===== src/rtl/queue_ctrl_16x46_pkg.sv =====
// Shared sizing constants and types for the 16x46 macro-backed queue.
// Pointer and count widths follow from the macro depth.
package queue_16x46_pkg;

  localparam int DEPTH = 16;
  localparam int WIDTH = 46;
  localparam int PTR_W = 4;
  localparam int CNT_W = 5;

  typedef logic [PTR_W-1:0] ptr_t;
  typedef logic [CNT_W-1:0] cnt_t;
  typedef logic [WIDTH-1:0] data_t;

endpackage


===== src/rtl/ram_16x46.sv =====
// 16x46 storage macro model: one synchronous write port W0 and one combinational read port R0.
// Contents are never reset.
module ram_16x46
  import queue_16x46_pkg::*;
(
  input  logic  R0_clk,
  input  logic  R0_en,
  input  ptr_t  R0_addr,
  output data_t R0_data,
  input  logic  W0_clk,
  input  logic  W0_en,
  input  ptr_t  W0_addr,
  input  data_t W0_data
);

  data_t mem [DEPTH];

  // The read port is asynchronous, so its clock pin has no function in this model.
  logic unused_r0_clk;
  assign unused_r0_clk = R0_clk;

  always_ff @(posedge W0_clk) begin
    if (W0_en) begin
      mem[W0_addr] <= W0_data;
    end
  end

  assign R0_data = R0_en ? mem[R0_addr] : '0;

endmodule


===== src/rtl/queue_ctrl_16x46.sv =====
// Ready/valid FIFO controller driving the ram_16x46 macro: no flow-through, no pipe bypass,
// with a synchronous flush and an occupancy count.
module queue_ctrl_16x46
  import queue_16x46_pkg::*;
#(
  parameter int DEPTH_P = DEPTH,
  parameter int WIDTH_P = WIDTH
) (
  input  logic  clock,
  input  logic  reset,
  input  logic  enq_valid,
  output logic  enq_ready,
  input  data_t enq_bits,
  output logic  deq_valid,
  input  logic  deq_ready,
  output data_t deq_bits,
  input  logic  flush,
  output cnt_t  count
);

  if (DEPTH_P != 16 || WIDTH_P != 46) begin : g_bad_geometry
    $error("queue_ctrl_16x46 only supports the 16x46 macro geometry");
  end

  ptr_t enq_ptr_q, enq_ptr_d;
  ptr_t deq_ptr_q, deq_ptr_d;
  logic maybe_full_q, maybe_full_d;

  logic ptr_match;
  logic empty;
  logic full;
  logic do_enq;
  logic do_deq;
  ptr_t ptr_diff;

  // Status depends only on registered state, so ready/valid never loop through the handshake.
  assign ptr_match = (enq_ptr_q == deq_ptr_q);
  assign empty     = ptr_match & ~maybe_full_q;
  assign full      = ptr_match & maybe_full_q;
  assign enq_ready = ~full;
  assign deq_valid = ~empty;
  assign do_enq    = enq_valid & enq_ready;
  assign do_deq    = deq_ready & deq_valid;
  assign ptr_diff  = enq_ptr_q - deq_ptr_q;
  assign count     = {full, ptr_diff};

  always_comb begin
    enq_ptr_d    = enq_ptr_q;
    deq_ptr_d    = deq_ptr_q;
    maybe_full_d = maybe_full_q;
    if (flush) begin
      enq_ptr_d    = '0;
      deq_ptr_d    = '0;
      maybe_full_d = 1'b0;
    end else begin
      if (do_enq) begin
        enq_ptr_d = enq_ptr_q + ptr_t'(1);
      end
      if (do_deq) begin
        deq_ptr_d = deq_ptr_q + ptr_t'(1);
      end
      if (do_enq != do_deq) begin
        maybe_full_d = do_enq;
      end
    end
  end

  always_ff @(posedge clock) begin
    if (!reset) begin
      enq_ptr_q    <= '0;
      deq_ptr_q    <= '0;
      maybe_full_q <= 1'b0;
    end else begin
      enq_ptr_q    <= enq_ptr_d;
      deq_ptr_q    <= deq_ptr_d;
      maybe_full_q <= maybe_full_d;
    end
  end

  // A flushed enqueue must not disturb storage, so the write enable is masked too.
  ram_16x46 u_ram (
    .R0_clk  (clock),
    .R0_en   (1'b1),
    .R0_addr (deq_ptr_q),
    .R0_data (deq_bits),
    .W0_clk  (clock),
    .W0_en   (do_enq & ~flush),
    .W0_addr (enq_ptr_q),
    .W0_data (enq_bits)
  );

  always @(posedge clock) begin
    if (reset) begin
      assert (count <= cnt_t'(DEPTH));
      assert (!$isunknown({enq_ready, deq_valid}));
    end
  end

endmodule


===== config.mk =====
export PLATFORM = sky130hd
export DESIGN_NAME = queue_ctrl_16x46
export DESIGN_NICKNAME = d
export VERILOG_FILES = /design/src/rtl/queue_ctrl_16x46_pkg.sv /design/src/rtl/ram_16x46.sv /design/src/rtl/queue_ctrl_16x46.sv
export SDC_FILE = /design/constraint.sdc
export NUM_CORES = 1
export LEC_CHECK = 0
export ABC_AREA = 0
export CAP_MARGIN = 20
export CORE_ASPECT_RATIO = 2
export CORE_MARGIN = 3
export CORE_UTILIZATION = 55
export CTS_CLUSTER_SIZE = 30
export DETAILED_ROUTE_END_ITERATION = 8
export MAX_ROUTING_LAYER = met4
export PLACE_DENSITY = 0.77
export SLEW_MARGIN = 20
export SYNTH_ARGS = -nofsm -noshare
export SYNTH_HDL_FRONTEND = slang
export SYNTH_SLANG_ARGS = --single-unit

===== constraint.sdc =====
create_clock -name clock -period 3.7 [get_ports clock]
set_clock_uncertainty 0.2 [all_clocks]
set_input_delay 0.925 -clock clock [delete_from_list [all_inputs] [get_ports clock]]
set_output_delay 0.925 -clock clock [all_outputs]
set_load 0.01 [all_outputs]

==> results.md <==
* Parity-gate share of the synthesized area counting xor and xnor cells at 0.244%
* Met3 Track Usage GR at 3.89%
* Data arrival, critical path at 2610 ps
* Sinks on Clock Net at 749
* Fraction of synthesized area in multiplexers at 14.7%
* Register bit total from synthesis at 749
* Root buffer cell: clkbuf_16
* Count of TritonRoute iterations in the first routing pass at 5
* Detailed-route wire length per cell at 32.7 µm
* Final number of max-transition violations at 0
* Tot GR Track Use at 26.6%
* Worst vdd rail ir drop at 371 µV
* DP Wirelength at 33800 µm
* Mean area per synthesized cell at 23.1 µm²
* FP Rows at 116
* Net total in the final layout at 1524
* Hold Crit Class: flip-flop to flip-flop
* Final critical delay including setup and external delays at 3730 ps
* Sort of element at the end of the critical path: output port
* Power share of the clock group at 38.5%
* Leakage at 10.7 nW
* Share of synthesized cell area in and, or, nand and nor gates at 1.40%
* Met2 routing resource usage after global routing at 45.9%
* Net switching power of the design at 3.27 mW
* Gr ovfl total at 0
* Kind of critical path: flip-flop to output port
* Post-Synthesis Cell Area at 28200 µm²
* Area delta synth->final at 21.3%
* Hold Violations, Final at 0
* Vias at 14229
* IO Count at 104
* Count of nets left with antenna violations after detail routing at 0
* Overall die height at 326 µm
* CTS clk-pin slew, worst paths at 70 ps
* Area of the placeable core at 50400 µm²
* Drt drc at 0
* Sequential group share of total power at 57.1%
* Worst slack at placement at 251 ps
* Share of layout cells above drive strength 1 at 36.9%
* Achievable frequency at 268 MHz
* Initial antenna violation count at 2
* Synthesized-area fraction occupied by ao, oa, aoi and oai cells at 2.87%
* Fraction of power spent switching nets at 19.9%
* Number of max-cap violations at 0
* Max Root-Sink Buffers at 3
* Sequential-to-total area share from yosys stat at 79.2%
* Count of input and output buffers at 103
* Number of unique standard cell types used by synthesis at 33
* Unrepaired setup endpoints after global routing: true
* Number of DRC markers after the initial detailed-route iteration at 1492
* Power density of the placed cells at 479 nW/µm²
* Number of filler instances in the final layout at 2849
* Required time of the worst setup path at 2570 ps
* PnR Total Power at 16.4 mW
* Initial standard-cell utilization of the core at 56.1%
* Most frequent cells in the layout: edfxtp_1, mux4_2, a22oi_2, clkbuf_16, buf_4
* Number of nets in the synthesized netlist at 1283
* Ratio of routed vias to standard cells at 6.59
* Wire length after detailed routing at 70700 µm
* Wire length of the first global-routing pass at 102000 µm
* Number of H-tree levels at 2
* Crit path max fanout at 7
* Sum of negative setup slack at -47.6 ps
* Total of warnings raised by yosys at 0
* Number of global-route vias before repair at 15192
* Most common cell after layout, fill and taps aside: edfxtp_1
* Final WS setup at -31.4 ps
* GRT busiest layer: met2
* Status: complete, but fails checks
* Post-synthesis share of cell area spent on full adders, half adders and majority gates at 0.425%
* Cell-internal power at 13.1 mW
* Cells after Synth at 1223
* Largest net degree at the start of global routing at 45
* Die width at 166 µm
* Worst Tran Pin Value at 943 ps
* Clock tree from TritonCTS: yes
* Count of endpoints failing setup in the final report at 3
* Main combinational cell family by area after synthesis: multiplexers
* Met1 track demand over resource at 31.4%
* Area of the die at 54300 µm²
* Final Hold Slack at 336 ps
* Worst-skew pair later-pin latency at 630 ps
* Violated checks: setup timing
* Share of total power in combinational logic at 4.5%
* TritonCTS Buffers at 58
* Period utilization at 101%
* Type of origin of the critical path: flip-flop
* Final weighted congestion in routability-driven placement at 0.810
* Slew margin rel. at 37.0%
## synth_stat cells
library cell	number	area (µm²)
mux4_2	184	4140
xor2_1	3	26.3
fa_1	1	20.0
edfxtp_1	736	22100
nor2_1	24	90.1
nand2_1	49	184
o31ai_2	1	12.5
clkbuf_1	22	82.6
o311ai_0	1	8.76
or3_1	2	12.5
buf_4	15	113
a21o_1	1	7.51
o31ai_1	1	7.51
or3b_2	1	8.76
a211oi_1	1	7.51
o311ai_2	1	16.3
a21oi_1	5	25.0
inv_1	9	33.8
ha_1	8	100
nand3b_1	1	7.51
a22oi_1	92	691
xor2_2	1	16.3
dfxtp_1	13	260
or3_2	3	22.5
buf_1	13	48.8
o21ai_0	5	25.0
nand3_1	8	40.0
and2_1	1	6.26
a31o_2	1	8.76
buf_2	13	65.1
nor2b_1	3	18.8
nand2b_1	1	6.26
xnor2_1	3	26.3
## flip-flops by register name, summed over array words and instances, names as in the netlist, named ones only
signal,flops
deq_ptr_q,4
enq_ptr_q,4
maybe_full_q,1
u_ram.mem,736
## cell type report
| cell class | instances | area (µm²) | share of cell area (%) |
|---|---|---|---|
| Timing Repair Buffer | 244 | 3050 | 8.91 |
| Antenna cell | 2 | 5.00 | 0.0146 |
| Clock inverter | 34 | 367 | 1.07 |
| Multi-Input combinational cell | 402 | 6090 | 17.8 |
| Tap cell | 649 | 812 | 2.37 |
| Clock buffer | 71 | 1520 | 4.44 |
| Sequential cell | 749 | 22400 | 65.3 |
| Inverter | 9 | 33.8 | 0.0986 |
## metal layers
layer / vias up / wire (µm)
met5: - / 0
met4: 0 / 3090
met3: 193 / 4860
met2: 802 / 38600
met1: 7543 / 24100
li1: 5691 / -
## per-stage QoR
step	cells	util [%]	instance area, µm²
global placement	1970	61.2	30800
finish	2160	68.0	34300
CTS	2137	67.4	33900
global route	2160	68.0	34300
detailed placement	1970	61.2	30800
floorplan	1223	-	28300
## worst max-delay path, stage by stage (launching register included)
cell and delay, ps:
dfxtp_4 400, buf_12 140, buf_16 130, buf_12 140
buf_16 130, buf_12 110, mux4_2 510, a22oi_2 190
nand2_1 80, buf_2 150
## worst paths after layout
| check | from | cells past startpoint | slack [ps] | to |
|---|---|---|---|---|
| max | flip-flop | 9 | -30 | deq_bits[20] |
| max reg2reg | enq_ptr_q[3] | 6 | 830 | u_ram.mem[5][3] |
| min reg2reg | enq_ptr_q[1] | 2 | 340 | enq_ptr_q[1] |
| min | enq_ptr_q[1] | 2 | 340 | enq_ptr_q[1] |
## kinds of logic (layout without fill, tap and decap cells)
kind of cell / Yosys count / after routing
XOR/XNOR: 7 / 7
AND/OR/NAND/NOR: 93 / 93
flip-flops: 749 / 749
adder cells (fa/ha/maj): 9 / 9
buffers and inverters: 72 / 358
other: 0 / 2
AO/OA/AOI/OAI: 109 / 109
multiplexers: 184 / 184
## power by group through the flow
stage                     clock network, mW  logic, mW  registers, mW
final                                  6.31      0.737           9.36
after detailed placement                  0      0.597           9.55
after floorplan                           0      0.277           9.55
after global routing                   6.64      0.784           9.36
after CTS                              6.33      0.714           9.36
after global placement                    0      0.582           9.54
## repair_timing
action,4_1_cts,5_1_grt
pin swaps,38,40
hold buffers,0,0
endpoints found under the setup margin,51,40
setup buffers,48,21
cloned,14,3
resized for setup,248,55
Power figures use the tool's default switching activity.
